<file path="src/rtl/reg_file_mp.sv">
// reg_file_mp: multi-port register file with stall-hold reads, write bypass and pending-write scoreboard
module reg_file_mp #(
    parameter int DATA_W   = 32,
    parameter int DEPTH    = 32,
    parameter int NUM_RD   = 2,
    parameter int BYPASS   = 1,
    parameter int ZERO_REG = 1,
    localparam int ADDR_W  = $clog2(DEPTH)
) (
    input  logic                     i_clk,
    input  logic                     i_rst,
    input  logic                     i_reg_write,
    input  logic [ADDR_W-1:0]        i_write_rd,
    input  logic [DATA_W-1:0]        i_write_data,
    input  logic [NUM_RD-1:0]        i_read_en,
    input  logic [NUM_RD*ADDR_W-1:0] i_read_rs,
    output logic [NUM_RD*DATA_W-1:0] o_rs_data,
    output logic [NUM_RD-1:0]        o_rs_pending,
    input  logic                     i_issue_valid,
    input  logic [ADDR_W-1:0]        i_issue_rd,
    output logic                     o_any_pending
);
    logic [DATA_W-1:0]        r_regs [DEPTH];
    logic [DEPTH-1:0]         r_sb;
    logic [DEPTH-1:0]         w_sb_next;
    logic                     w_wr_ok;
    logic [NUM_RD*DATA_W-1:0] w_rd_data;
    logic [NUM_RD-1:0]        w_rd_pend;

    // next scoreboard: writeback clears, issue sets, issue wins on the same index
    always_comb begin
        w_wr_ok = i_reg_write && !(ZERO_REG != 0 && i_write_rd == '0);
        for (int i = 0; i < DEPTH; i++)
            w_sb_next[i] = (r_sb[i] && !(i_reg_write && i_write_rd == ADDR_W'(i)))
                         || (i_issue_valid && i_issue_rd == ADDR_W'(i));
        if (ZERO_REG != 0) w_sb_next[0] = 1'b0;
    end

    for (genvar p = 0; p < NUM_RD; p++) begin : g_rd
        logic [ADDR_W-1:0] w_rs;
        logic              w_hit;
        logic              w_zero;
        assign w_rs   = i_read_rs[p*ADDR_W +: ADDR_W];
        assign w_hit  = BYPASS != 0 && w_wr_ok && w_rs == i_write_rd;
        assign w_zero = ZERO_REG != 0 && w_rs == '0;
        assign w_rd_data[p*DATA_W +: DATA_W] = w_zero ? '0 : w_hit ? i_write_data : r_regs[w_rs];
        assign w_rd_pend[p] = w_zero ? 1'b0 : w_hit ? w_sb_next[w_rs] : r_sb[w_rs];
    end

    // storage, scoreboard and per-port read registers that hold while their enable is low
    always_ff @(posedge i_clk) begin
        if (i_rst) begin
            for (int i = 0; i < DEPTH; i++) r_regs[i] <= '0;
            r_sb         <= '0;
            o_rs_data    <= '0;
            o_rs_pending <= '0;
        end else begin
            if (w_wr_ok) r_regs[i_write_rd] <= i_write_data;
            r_sb <= w_sb_next;
            for (int p = 0; p < NUM_RD; p++) begin
                if (i_read_en[p]) begin
                    o_rs_data[p*DATA_W +: DATA_W] <= w_rd_data[p*DATA_W +: DATA_W];
                    o_rs_pending[p]               <= w_rd_pend[p];
                end
            end
        end
    end

    assign o_any_pending = |r_sb;
endmodule

</file>
<file path="config.mk">
export PLATFORM = sky130hd
export DESIGN_NAME = reg_file_mp
export DESIGN_NICKNAME = d
export VERILOG_FILES = /design/src/rtl/reg_file_mp.sv
export SDC_FILE = /design/constraint.sdc
export NUM_CORES = 2
export LEC_CHECK = 0
export CELL_PAD_IN_SITES_DETAIL_PLACEMENT = 1
export CELL_PAD_IN_SITES_GLOBAL_PLACEMENT = 1
export CORE_MARGIN = 2
export CORE_UTILIZATION = 53
export DETAILED_ROUTE_END_ITERATION = 7
export PLACE_DENSITY_LB_ADDON = 0.1
export SETUP_SLACK_MARGIN = 0.02
export SYNTH_ARGS = -nofsm -noshare
export SYNTH_HDL_FRONTEND = slang
export SYNTH_SLANG_ARGS = --single-unit
</file>
<file path="constraint.sdc">
create_clock -name i_clk -period 3.1 [get_ports i_clk]
set_input_delay 0.62 -clock i_clk [delete_from_list [all_inputs] [get_ports i_clk]]
set_output_delay 0.62 -clock i_clk [all_outputs]
set_load 0.005 [all_outputs]
</file>
* Word level (Yosys, flattened, before mapping)
Memories as Yosys holds them, arrays and structs flattened.
Index checks and enable logic that the tools add are counted.
** Word-level totals
- Input bits :: 58
- Memories :: 1
- Memory bits (writable) :: 1024
- Register bits :: 98
- Word-level logic and storage cells :: 261
** Operators by class
- Equality and inequality tests :: 64
- Muxes and demuxes :: 24
- $lt $le $gt $ge :: 2
- Reductions and logical operators :: 164
** Memory list
- r_regs :: words 32, bits a word 32, read ports 2, clocked after Yosys merged registers in 0, wr ports 32, line 23 : logic [DATA_W-1:0] r_regs [DEPTH];
** Operators with widths (number)
- $eq 5x5->1 const B :: 32
- $mux 32 :: 5
- $logic_and 1x1->1 :: 96
- $eq 5x4->1 const B :: 16
- $reduce_or 32->1 :: 2
- $eq 5x3->1 const B :: 8
- $logic_not 1->1 :: 32
- $logic_or 1x1->1 :: 31
- $bmux 1 s5 :: 4
- $eq 5x2->1 const B :: 4
- $logic_not 5->1 :: 3
- $mux 1 :: 14
- $lt 5x6->1 const B :: 2
- $eq 5x1->1 const B :: 2
- $eq 5x5->1 :: 2
- $mux 5 :: 1

* Depth between registers and ports, before layout
- Depth after elaboration :: 9
- Depth in mapped cells :: 10

* Worst setup path before layout
OpenSTA, ideal clock, no wires.
- Path type :: input port to flip-flop
- Start point :: in i_write_rd[4]
- End point :: mem r_regs[28][0], enable pin
- Path slack :: 0.279 ns
- Stages :: 7
- Setup time :: 0.375 ns
- Arrival :: 2.447 ns
- Cell sequence :: buf_2 -> nand2_2 -> or2_2 -> buf_2 -> or3_1 -> nor2_1 -> or2_2
** RTL lines
- from (decl) :: line 13 : input logic [ADDR_W-1:0] i_write_rd,
- to (decl) :: line 23

* Worst setup path after layout
- Start point :: reg r_sb[10]
- End point :: out o_any_pending
** Between the ends
- Longest elaborated chain between the ends :: 1
** RTL lines
- from (decl) :: line 24 : logic [DEPTH-1:0] r_sb;
- from (signal assigned) :: line 59 : r_sb <= w_sb_next;
- $reduce_or 32->1 :: line 69 : assign o_any_pending = |r_sb;
- to (decl) :: line 21 : output logic o_any_pending
No other way between the ends.

==> impl_metrics.py <==
metrics = {
    "status": {
        "status": "complete, no violations",
    },
    "finish": {
        "fin_area_um2": 71200,
        "synthToLayoutAreaGrowth_pct": 18.1,
        "fill_cells": 10716,
        "fin_nets": 4992,
        "final_util_pct": 63.2,
        "drive_gt1_share_pct": 23.1,
        "layout_common_cells": "edfxtp_1 (1024), and2_1 (992), mux2i_1 (378), buf_4 (345), o21ai_0 (337)",
        "final_common_cell": "edfxtp_1",
    },
    "synthesis": {
        "async_flop_share_pct": 0,
        "ys_warn_count": 0,
        "synth_enable_flop_cells": 1024,
        "synth_area_um2": 60300,
        "ys_types": 64,
        "yosysSeqAreaShare_pct": 54.3,
        "syn_inst": 4652,
        "synth_seq_cells": 1121,
        "yosys_most_used_dff": "edfxtp_1",
        "avgSynthCellArea_um2": 13.0,
    },
    "timing": {
        "fin_crit_sh_pct": 95.0,
        "grt_setup_unrepaired": "false",
        "setup_viol": 0,
        "hold_ws_ns": 0.276,
        "slew-limit-headroom_pct": 23.2,
        "hold_viol": 0,
        "timing.final.crit_period_ns": 2.94,
        "finalWorstSetupSlack_ns": 0.155,
        "slew_viol_final": 0,
        "tightest_slew_ns": 1.15,
        "skew_ns": 0.0250,
        "max_freq_mhz": 340,
    },
    "route": {
        "wl_met2_um": 111000,
        "wirelength_um": 242000,
        "avgViaCountPerCell": 7.01,
        "met3WireLength_um": 26100,
        "drt_first_pass_iters": 5,
        "wl_per_cell_um": 37.0,
        "vias": 45932,
        "met1_length_um": 88600,
        "drt_iter0_drc": 6373,
        "antenna_left": 0,
        "highest_layer": "met5",
        "drcViolationCount": 0,
    },
    "clock_network": {
        "clockBufferDepth": 3,
        "post_cts_buffers": 0,
        "cts_tree": "built",
        "insertion_delay_ns": 0.75,
        "cts_max_level": 3,
        "hold_buffers": 0,
        "clk_pin_slew_worst_paths_ns": 0.06,
        "cts-root-buf": "clkbuf_16",
        "clock_sinks": 1121,
        "numCtsBuffers": 121,
    },
    "placed_design": {
        "place.gp.congestion": 0.938,
        "dpl_worst_slack_ns": -0.341,
        "hpwl_um": 158000,
        "place.port_buffers": 124,
        "dpl_cell_area_um2": 67100,
    },
    "power_and_ir_drop": {
        "power_density_nw_per_um2": 536,
        "power_mw": 38.1,
        "peakVddDrop_mv": 0.452,
        "p_leak_nw": 25.8,
    },
    "critical_path": {
        "start_kind": "flop",
        "cp.arrival_ns": 2.32,
        "path_class": "flop to output pin",
        "r2r_slack_ns": 0.90,
        "path_max_fanout": 4,
        "cp_slowest_cell": "or4_1",
        "max_stage_delay_ns": 0.53,
        "critPathCaptureType": "output pin",
        "cp_cell_sequence": "or4_1 > nor4_1 > nand4_1 > clkdlybuf4s15_1",
        "r2r-start": "r_regs[15][30]$_SDFFCE_PN0P_",
        "worstPathRequired_ns": 2.48,
        "cp-startpoint": "r_sb[10]$_SDFF_PP0_",
    },
    "floorplan": {
        "core_um2": 113000,
        "dieArea_um2": 116000,
        "fp.dieW_um": 341,
        "fp.dieH_um": 341,
        "initial_core_util_pct": 53.5,
        "num_io_pins": 125,
        "fp-row-count": 123,
    },
    "hold_path": {
        "min_path_type": "input pin to flop",
        "hold_start": "i_rst",
    },
    "global_routing": {
        "grt_overflow": 0,
        "track_usage_pct": 41.2,
        "antenna_found_initial": 20,
        "grt_pass1_wl_um": 342000,
        "grt_pass1_vias": 47806,
        "grt_max_degree": 62,
    },
    "flow_run": {
        "drv_cap": 0,
    },
}
-- kinds of logic (layout without fill, tap and decap cells) --
kind of cell              Yosys count  in the layout  share of synthesized area, %
other                               1             41                       0.00622
buffers and inverters             475            831                          3.32
and+or+nand+nor                  1332           1332                          13.2
muxes                             795            795                          19.5
DFF                              1121           1121                          54.3
xor gates and xnor gates           10             10                         0.145
AOI/OAI and AO/OA                 918            918                          9.56
-- metal layers --
layer	vias up	global-route usage [%]
met5	-	0
met1	23689	53.6
met3	838	8.22
met4	6	24.9
li1	18212	-
met2	3187	64.3
-- report_power, final --
part | switching (mW) | total (mW) | internal (mW)
Sequential | 0.517 | 17.9 | 17.3
Clock | 6.40 | 15.0 | 8.59
Combinational | 3.09 | 5.29 | 2.19
Total | 10.0 | 38.1 | 28.1
-- state kept, by name, indices dropped and copies added, names as in the netlist --
name          flops
o_rs_data        64
o_rs_pending      2
r_regs         1024
r_sb             31
-- cell usage after synthesis, drive strengths merged, types with 2 or more instances --
master / n / area, um2
dfxtp: 97 / 1940
clkbuf: 357 / 1350
nand4bb: 5 / 56.3
and3: 3 / 18.8
nor2b: 26 / 163
nand3b: 3 / 22.5
nor2: 172 / 653
xor2: 4 / 35.0
a211oi: 2 / 15.0
or3: 5 / 36.3
o41ai: 2 / 17.5
mux4: 290 / 6540
a31oi: 3 / 18.8
nand2: 31 / 121
o22ai: 2 / 12.5
a221o: 2 / 20.0
nand4: 3 / 33.8
o211ai: 65 / 488
nand2b: 9 / 56.3
buf: 117 / 651
o311ai: 2 / 17.5
o21a: 3 / 22.5
edfxtp: 1024 / 30700
and2: 992 / 6210
mux2: 127 / 1430
a21oi: 149 / 749
nand4b: 6 / 97.6
or4b: 2 / 23.8
a221oi: 124 / 1090
or2: 38 / 238
o21ai: 372 / 1870
a22oi: 187 / 1400
nor4: 9 / 56.3
nand3: 19 / 95.1
nor4bb: 2 / 20.0
mux2i: 378 / 3780
xnor2: 6 / 52.6
a311oi: 3 / 26.3
-- worst paths after layout --
check / depth (start not counted) / end
worst min-delay path: 1 / r_regs[0][29]$_SDFFCE_PN0P_
worst max register to register: 6 / o_rs_data[62]$_SDFFE_PP0P_
worst max-delay path: 4 / o_any_pending
worst min register to register: 2 / o_rs_data[30]$_SDFFE_PP0P_
-- cell type report --
cell class                 count  area [um2]  area share [%]
sequential                  1121       32700            45.9
timing repair buffer         602        6560            9.22
clock buffer                 172        3440            4.83
clock inverter                56         588           0.826
multi-input combinational   3087       26000            36.5
inverter                       1        3.75         0.00528
antenna                        9        22.5          0.0317
tap                         1500        1880            2.64
-- metrics by stage --
step                      TNS (ns)  instances
final                            0       6548
after global placement      -72.72       6311
after floorplan                  0       4683
after CTS                        0       6539
after detailed placement   -118.95       6311
after global routing             0       6540
-- repair_timing --
item | 4_1_cts | 5_1_grt
gates resized for setup | 1 | 1
cloned | 0 | 0
endpoints found under the setup margin | 1 | 1
-- worst max-delay path: cells and delay by family (launching register included) --
family | cells | cell delay (ns)
buffers and inverters | 1 | 0.37
flip-flops | 1 | 0.36
AND/OR/NAND/NOR | 3 | 0.86
No activity file was read; power rests on OpenSTA's default activity.
